==> src/rtl/lin_resp_rx.sv <==
// LIN response receiver: deserialises 8 data bytes plus checksum from sdo_resp,
// recomputes the classic/enhanced checksum and flags checksum and framing errors.
//
// state   | meaning
// --------+---------------------------------------------------------------
// S_IDLE  | waiting for rx_en and a falling edge on the line
// S_START | half-bit wait, then confirm the start bit is still low
// S_DATA  | eight full-bit samples, shifted in LSB first
// S_STOP  | full-bit wait, then check the stop bit and commit the byte
// S_GAP   | inter-byte idle, bounded by the timeout counter
module lin_resp_rx #(
  parameter int CLKS_PER_BIT = 16,
  parameter int ENHANCED     = 1,
  parameter int TIMEOUT_BITS = 14
) (
  input  logic        sys_clk,
  input  logic        rstn,
  input  logic        rx_en,
  input  logic [5:0]  pid,
  input  logic        sdo_resp,
  output logic [63:0] data_out,
  output logic [7:0]  chk_out,
  output logic        resp_valid,
  output logic        chk_err,
  output logic        frame_err,
  output logic        busy
);

  localparam int TMO_CYC = TIMEOUT_BITS * CLKS_PER_BIT;
  localparam int CW      = $clog2(TMO_CYC + 1);

  localparam logic [CW-1:0] HALF_LD = CW'(CLKS_PER_BIT / 2 - 1);
  localparam logic [CW-1:0] BIT_LD  = CW'(CLKS_PER_BIT - 1);
  localparam logic [CW-1:0] TMO_LD  = CW'(TMO_CYC - 1);

  typedef enum logic [2:0] {
    S_IDLE,
    S_START,
    S_DATA,
    S_STOP,
    S_GAP
  } state_t;

  state_t        state, state_n;
  logic          prev;
  logic [CW-1:0] cnt, cnt_n;
  logic [2:0]    bit_idx, bit_idx_n;
  logic [3:0]    byte_idx, byte_idx_n;
  logic [7:0]    shreg, shreg_n;
  logic [7:0]    acc, acc_n;
  logic [63:0]   data_out_n;
  logic [7:0]    chk_out_n;
  logic          resp_valid_n, chk_err_n, frame_err_n;

  logic          edge_det;
  logic          cnt_zero;
  logic [7:0]    pid_prot;
  logic [8:0]    sum9;
  logic [7:0]    acc_fold;

  assign edge_det = prev & ~sdo_resp;
  assign cnt_zero = (cnt == '0);
  assign pid_prot = {~(pid[1] ^ pid[3] ^ pid[4] ^ pid[5]),
                     pid[0] ^ pid[1] ^ pid[2] ^ pid[4],
                     pid};
  // End-around carry: a 9-bit sum above 255 folds back as sum - 255.
  assign sum9     = {1'b0, acc} + {1'b0, shreg};
  assign acc_fold = sum9[8] ? (sum9[7:0] + 8'd1) : sum9[7:0];
  assign busy     = (state != S_IDLE);

  always_ff @(posedge sys_clk or negedge rstn) begin
    if (!rstn) begin
      state      <= S_IDLE;
      prev       <= 1'b1;
      cnt        <= '0;
      bit_idx    <= '0;
      byte_idx   <= '0;
      shreg      <= '0;
      acc        <= '0;
      data_out   <= '0;
      chk_out    <= '0;
      resp_valid <= 1'b0;
      chk_err    <= 1'b0;
      frame_err  <= 1'b0;
    end else begin
      state      <= state_n;
      prev       <= sdo_resp;
      cnt        <= cnt_n;
      bit_idx    <= bit_idx_n;
      byte_idx   <= byte_idx_n;
      shreg      <= shreg_n;
      acc        <= acc_n;
      data_out   <= data_out_n;
      chk_out    <= chk_out_n;
      resp_valid <= resp_valid_n;
      chk_err    <= chk_err_n;
      frame_err  <= frame_err_n;
    end
  end

  always_comb begin
    state_n      = state;
    cnt_n        = cnt;
    bit_idx_n    = bit_idx;
    byte_idx_n   = byte_idx;
    shreg_n      = shreg;
    acc_n        = acc;
    data_out_n   = data_out;
    chk_out_n    = chk_out;
    resp_valid_n = 1'b0;
    chk_err_n    = chk_err;
    frame_err_n  = 1'b0;

    case (state)
      S_IDLE: begin
        if (rx_en && edge_det) begin
          state_n    = S_START;
          cnt_n      = HALF_LD;
          byte_idx_n = '0;
          acc_n      = (ENHANCED != 0) ? pid_prot : 8'h00;
        end
      end

      S_START: begin
        if (cnt_zero) begin
          if (!sdo_resp) begin
            state_n   = S_DATA;
            cnt_n     = BIT_LD;
            bit_idx_n = '0;
          end else begin
            state_n     = S_IDLE;
            frame_err_n = 1'b1;
          end
        end else begin
          cnt_n = cnt - CW'(1);
        end
      end

      S_DATA: begin
        if (cnt_zero) begin
          shreg_n = {sdo_resp, shreg[7:1]};
          cnt_n   = BIT_LD;
          if (bit_idx == 3'd7) begin
            state_n = S_STOP;
          end else begin
            bit_idx_n = bit_idx + 3'd1;
          end
        end else begin
          cnt_n = cnt - CW'(1);
        end
      end

      S_STOP: begin
        if (cnt_zero) begin
          if (!sdo_resp) begin
            state_n     = S_IDLE;
            frame_err_n = 1'b1;
          end else if (byte_idx == 4'd8) begin
            state_n      = S_IDLE;
            chk_out_n    = shreg;
            chk_err_n    = (shreg != ~acc);
            resp_valid_n = 1'b1;
          end else begin
            data_out_n[{byte_idx[2:0], 3'b000} +: 8] = shreg;
            acc_n      = acc_fold;
            byte_idx_n = byte_idx + 4'd1;
            cnt_n      = TMO_LD;
            state_n    = S_GAP;
          end
        end else begin
          cnt_n = cnt - CW'(1);
        end
      end

      S_GAP: begin
        // Timeout wins over an edge arriving in the same cycle.
        if (cnt_zero) begin
          state_n     = S_IDLE;
          frame_err_n = 1'b1;
        end else if (edge_det) begin
          state_n = S_START;
          cnt_n   = HALF_LD;
        end else begin
          cnt_n = cnt - CW'(1);
        end
      end

      default: begin
        state_n = S_IDLE;
      end
    endcase
  end

endmodule

==> config.mk <==
export PLATFORM = sky130hd
export DESIGN_NAME = lin_resp_rx
export DESIGN_NICKNAME = d
export VERILOG_FILES = /design/src/rtl/lin_resp_rx.sv
export SDC_FILE = /design/constraint.sdc
export NUM_CORES = 1
export LEC_CHECK = 0
export BUFFER_PORTS_ARGS = -buffer_cell sky130_fd_sc_hd__buf_2
export CORE_UTILIZATION = 25
export CTS_CLUSTER_SIZE = 10
export DETAILED_ROUTE_END_ITERATION = 16
export HOLD_SLACK_MARGIN = 0.1
export PLACE_DENSITY = 0.4
export SLEW_MARGIN = 20
export SYNTH_ARGS = -nofsm -noshare
export SYNTH_HDL_FRONTEND = slang
export SYNTH_SLANG_ARGS = --single-unit
==> constraint.sdc <==
create_clock -name sys_clk -period 3.8 [get_ports sys_clk]
set_input_delay 0 -clock sys_clk [delete_from_list [all_inputs] [get_ports sys_clk]]
set_output_delay 0 -clock sys_clk [all_outputs]
set_load 0.01 [all_outputs]
==> flow_summary.toml, run 1 <==
[run_status]
status = "completed"

[cells_and_area]
syn_to_final_growth_pct = 19.9
finalInstanceArea_um2 = 6580
final_cell_mix = "109 x dfrtp_1, 84 x buf_2, 56 x mux2_2"
n_fill_cell = 2177
layout_commonest_cell = "dfrtp_1"
final_layout_size_suffix_gt1_share_pct = 30.0
final_core_util_pct = 30.9
fin_nets = 637
n_antenna_cell = 0

[worst_setup_path]
worstRegToRegCells = 8
startpoint = "state[2]"
r2r_end = "acc[6]"
worstPathRequired_ns = 4.04
worst_setup_path_end_kind = "flip-flop"
path_max_fanout = 25
path_class = "reg -> reg"
worst-r2r-setup-slack_ns = 0.68
r2r_start = "state[2]"
start_kind = "flip-flop"
cp.arrival_ns = 3.36

[placed_design]
place_congestion = 0.818
place_area_um2 = 6220
hpwl_mm = 10.8
post-place-ws_ns = 0.712
portBuffers = 85

[global_routing]
grt_pass1_vias = 4333
grt.total_usage_pct = 14.5
grt_pass1_wl_mm = 24.7
antenna_found_initial = 0
grt_overflow = 0
grt_max_degree = 41

[clock_tree]
clk_latency_ns = 0.36
cts-root-buf = "clkbuf_16"
postCtsSetupBuffers = 0
clockBufferDepth = 2
cts.hold.buffers_added = 7
cts_tree = "done"
cts_buffers = 9
cts-resized-gates = 0
clock_sinks = 110
h-tree-depth = 3
clk_pin_slew_ns = 0.08

[logic_synthesis]
synth_cell_type_count = 63
synthFlopType = "dfrtp_1"
muxShareOfSynthArea_pct = 12.0
synth_edf_count = 0
async_reset_ff_share_pct = 100
ys_warn_count = 0
ys_top_cells_by_area = "dfrtp_1 50%, mux2_2 11%, o21ai_0 4.4%"
synth_top_family_by_area = "simple AND/OR/NAND/NOR gates"
syn-num-nets = 553
synth_top_area_share_pct = 49.7
synth_compound_area_share_pct = 11.6
ys_seq_area_share_pct = 50.2
syn_inst = 525
synth_area_um2 = 5490
post_synth_xor_area_fraction_pct = 1.91
synth_area_leader_cell = "dfrtp_1"
avgSynthCellArea_um2 = 10.5
ys_seq_elements = 110
yosys.area_share.simple_pct = 15.9
synth_fa_ha_area_share_pct = 4.24

[power_and_ir_drop]
ir_worst_vdd_mv = 0.209
power_density_nw_per_um2 = 563
p_leak_nw = 3.22

[routing]
drc = 0
ant_nets = 0
first_iter_violations = 189
first_pass_iters = 4
viasPerCell = 4.72
wire_per_inst_um = 17.3
num_vias = 4194
wl_mm = 15.4

[run]
drv_cap = 0

[floorplanning]
io_pins = 86
core_area_um2 = 21300
fp.dieH_um = 150
rows = 53
die_w_um = 150
design.die.area_um2 = 22600
initial_core_util_pct = 25.8

[timing]
fmax_mhz = 321
drv_slew = 0
slew_headroom_pct = 52.0
tns_ns = 0
skew_ns = 0.0150
setup_violations = 0
period_share_pct = 82.1
final_hold_viol_count = 0
tightest_slew_ns = 0.720
setup_slack_ns = 0.681
period_needed_ns = 3.12
rsz0062_at_grt = "false"

[min_path]
hp-class = "in -> async"
worst max path at each step:
stage          endpoint  slack, ns  cells past startpoint
6_report         acc[6]       0.68                      8
5_1_grt          acc[6]       0.41                      8
4_1_cts          acc[6]       0.71                      8
3_5_place_dp     acc[6]       0.71                      8
3_3_place_gp     acc[6]       0.82                      8
2_1_floorplan    acc[6]       1.33                      8
worst max-delay path: stages (launching register included):
cell	delay (ns)
dfrtp_1	0.50
nand3b_2	0.40
inv_1	0.48
ha_1	0.25
nor2_1	0.04
o21ai_0	0.10
or3_1	0.62
and4b_1	0.27
or3_1	0.35
cell usage after synthesis (all sizes together) (2+ instances only):
| library cell | n |
|---|---|
| nor2 | 32 |
| a31oi | 6 |
| o221ai | 2 |
| or3 | 3 |
| xnor2 | 6 |
| o31ai | 3 |
| a21o | 2 |
| nand3 | 23 |
| xor2 | 6 |
| o22a | 3 |
| clkbuf | 20 |
| a21oi | 25 |
| nand4 | 8 |
| nand3b | 10 |
| nand2 | 51 |
| nand2b | 2 |
| inv | 24 |
| and2 | 2 |
| nor2b | 5 |
| nor4b | 2 |
| and3 | 4 |
| dfrtp | 109 |
| buf | 11 |
| o21ai | 48 |
| ha | 17 |
| nor3 | 10 |
| a211oi | 2 |
| a2111oi | 2 |
| nor3b | 2 |
| mux2i | 3 |
| mux2 | 56 |
| nor4 | 5 |
report_power, final:
group	leakage, nW	total [mW]	internal, mW	switching (mW)
Combinational	1.62	1.28	0.480	0.795
Sequential	1.45	1.47	1.30	0.178
Clock	0.146	0.952	0.476	0.476
registers in the layout (all words and copies together) (netlist names):
signal      cells
data_out       64
acc             8
chk_out         8
cnt             8
shreg           8
byte_idx        4
bit_idx         3
state           3
chk_err         1
frame_err       1
prev            1
resp_valid      1
cell families (layout without fill, tap and decap cells):
logic type,after synthesis,count (layout)
simple gates,165,165
flops,110,110
compound gates,106,106
mux,59,59
buf+inv,55,144
fa+ha+maj,18,18
xor+xnor,12,12
metal layers:
layer	up-vias	global-route usage, %	routed length [um]
li1	2025	-	-
met1	2057	19.0	7130
met2	99	23.3	7230
met3	13	3.70	827
met4	0	4.85	237
met5	-	0	0
cell type report:
type | instances | area, um^2 | area share (%)
clock inverters | 6 | 51.3 | 0.780
multi-input cells | 360 | 2510 | 38.2
repair buffers | 104 | 588 | 8.94
flip-flops and latches | 110 | 2750 | 41.9
well taps | 275 | 344 | 5.23
clock buffers | 10 | 239 | 3.63
inverters | 24 | 90.1 | 1.37
through the flow:
step | hold slack (ns) | power, mW | instances
4_1_cts | 0.143 | 3.74 | 889
3_3_place_gp | -0.0231 | 2.75 | 866
6_report | 0.140 | 3.70 | 889
3_5_place_dp | -0.0201 | 2.77 | 866
2_1_floorplan | -0.296 | 2.41 | 525
5_1_grt | 0.182 | 3.99 | 889
Power figures use the tool's default switching activity.
==> inputs of run 2 (changes only) <==
- clock period: 3.8 -> 2.9 ns (I/O delays scaled with it)
==> run 2 against run 1 <==
  * Non-clock buffer count rose by 14
  * Worst setup slack got worse by 0.42 ns
  * Wire length fell by 3.2%
  * Sequential share of layout area fell by 0.88 points
  * Register-to-register slack got worse by 0.42 ns
  * Global-route usage fell by 0.34 points
  * Total power rose by 35%
  * Combinational power rose by 43%
  * Clock-buffer cell count fell by 1
  * Die area did not move
  * Critical path type unchanged
  * Critical endpoint unchanged
==> flow_summary.toml, run 2 (same netlist as run 1, synthesis figures left out) <==
[worst_setup_path]
r2r_end = "acc[6]"
startpoint = "shreg[0]"
cp_num_buf_inv = 0
worst_setup_path_end_kind = "flip-flop"
r2r_start = "shreg[0]"
path_class = "reg -> reg"
start_kind = "flip-flop"
slowest_delay_ns = 0.53
worstRegToRegCells = 8
cp_common_cell = "nand3_1"
critical-path-top-delay-family = "simple AND/OR/NAND/NOR gates"
path_max_fanout = 3
cp.arrival_ns = 2.88
worst-r2r-setup-slack_ns = 0.26
crit_path_cell_trace = "ha_1, fa_1, nand3_1, a21oi_1, nor4b_1, nand3_1, and4b_1, or3_1"
worstPathRequired_ns = 3.14
slowest_stage = "nor4b_1"

[cells_and_area]
multi_input_area_um2 = 2510
seq_area_um2 = 2750
fin_nets = 651
n_fill_cell = 2201
final_layout_size_suffix_gt1_share_pct = 31.5
top_register = "data_out"
fin_cells = 903
largest_register_ffs = 64
finalInstanceArea_um2 = 6720
n_antenna_cell = 0
syn_to_final_growth_pct = 22.4
final_cell_mix = "109 x dfrtp_1, 84 x buf_2, 56 x mux2_2"
layout_commonest_cell = "dfrtp_1"

[floorplanning]
rows = 53
io_pins = 86
core_area_um2 = 21300
initial_core_util_pct = 25.8
die_w_um = 150
design.die.area_um2 = 22600
fp.dieH_um = 150

[placed_design]
place_area_um2 = 6340
post-place-ws_ns = 0.282
portBuffers = 85
place_congestion = 0.786
dpl.cell_count = 880
hpwl_mm = 10.6

[routing]
num_vias = 4220
wl_mm = 14.9
viasPerCell = 4.67
drc = 0
first_pass_iters = 5
wire_per_inst_um = 16.5
ant_nets = 0
first_iter_violations = 229

[global_routing]
grt_pass1_wl_mm = 24.6
grt_overflow = 0
grt_max_degree = 56
grt_pass1_vias = 4322
antenna_found_initial = 0
grt.total_usage_pct = 14.2

[clock_tree]
clk_latency_ns = 0.36
cts_tree = "done"
cts_buffers = 9
clk_pin_slew_ns = 0.08
clockBufferDepth = 2
cts-root-buf = "clkbuf_16"
h-tree-depth = 3
postCtsSetupBuffers = 0
clock_sinks = 110

[timing]
setup_violations = 0
final_hold_viol_count = 0
rsz0062_at_grt = "false"
skew_ns = 0.0148
tns_ns = 0
fmax_mhz = 379
slew_headroom_pct = 52.1
drv_slew = 0
period_needed_ns = 2.64
setup_slack_ns = 0.261
tightest_slew_ns = 0.713
period_share_pct = 91.0

[power_and_ir_drop]
power_density_nw_per_um2 = 746
p_leak_nw = 3.29
ir_worst_vdd_mv = 0.297

[min_path]
hold_end = "acc[1]"
min-delay-start = "pid[1]"
worstHoldPathCells = 4
hp-class = "in -> reg"

[run]
drv_cap = 0

[run_status]
status = "completed"
-- run 2: cell count changes in the layout (fill, tap and decap cells not counted), sizes merged --
cell,previous run,this run
bufinv,0,1
buf,97,111
clkinvlp,0,1
inv,28,27
clkbuf,10,9
-- run 2: area by class of cell --
type | instances | share of cell area, %
clock buffer | 9 | 3.35
clock inverter | 7 | 1.32
inverter | 24 | 1.34
sequential | 110 | 41.0
multi-input combinational | 360 | 37.4
timing repair buffer | 118 | 10.5
tap | 275 | 5.12
-- run 2: stage by stage --
| stage | util [%] | hold WS, ns | total power [mW] |
|---|---|---|---|
| 2_1_floorplan | - | -0.296 | 3.16 |
| 3_3_place_gp | 29.8 | 0.0217 | 3.71 |
| 3_5_place_dp | 29.8 | 0.0226 | 3.73 |
| 4_1_cts | 31.6 | 0.123 | 5.08 |
| 5_1_grt | 31.6 | 0.149 | 5.40 |
| 6_report | 31.6 | 0.153 | 5.01 |
-- run 2: worst max path at each step --
stage,end,slack (ns),cells after the start
detailed placement,data_out[36],0.28,7
CTS,data_out[37],0.25,7
floorplan,acc[6],0.43,8
finish,acc[6],0.26,8
global route,acc[6],0.05,7
global placement,data_out[38],0.34,7
-- run 2: report_power, final --
group / internal [mW] / switching, mW / leakage [nW] / total (mW)
sequential: 1.70 / 0.160 / 1.45 / 1.86
clock: 0.690 / 0.631 / 0.150 / 1.32
combinational: 0.718 / 1.11 / 1.69 / 1.83
total: 3.11 / 1.91 / 3.29 / 5.01
-- run 2: metal layers --
metal / up-vias / track usage [%] / wire length, um / part of all wire [%]
met5: - / 0 / 0 / 0
met4: 0 / 5.25 / 217 / 1.5
met3: 14 / 3.36 / 826 / 5.5
met2: 95 / 20.9 / 6500 / 44
met1: 2051 / 20.0 / 7380 / 49
li1: 2060 / - / - / -
-- run 2: worst reg2reg max path, stage by stage, from the launching register on --
cell     delay, ns
dfrtp_1       0.40
ha_1          0.24
fa_1          0.42
nand3_1       0.11
a21oi_1       0.09
nor4b_1       0.53
nand3_1       0.16
and4b_1       0.20
or3_1         0.37
-- run 2: what timing repair did --
item / CTS / global route
resized for setup: 0 / 0
hold endpoints to repair: 47 / 0
hold buffers: 7 / 0
setup endpoints to repair: 0 / 0
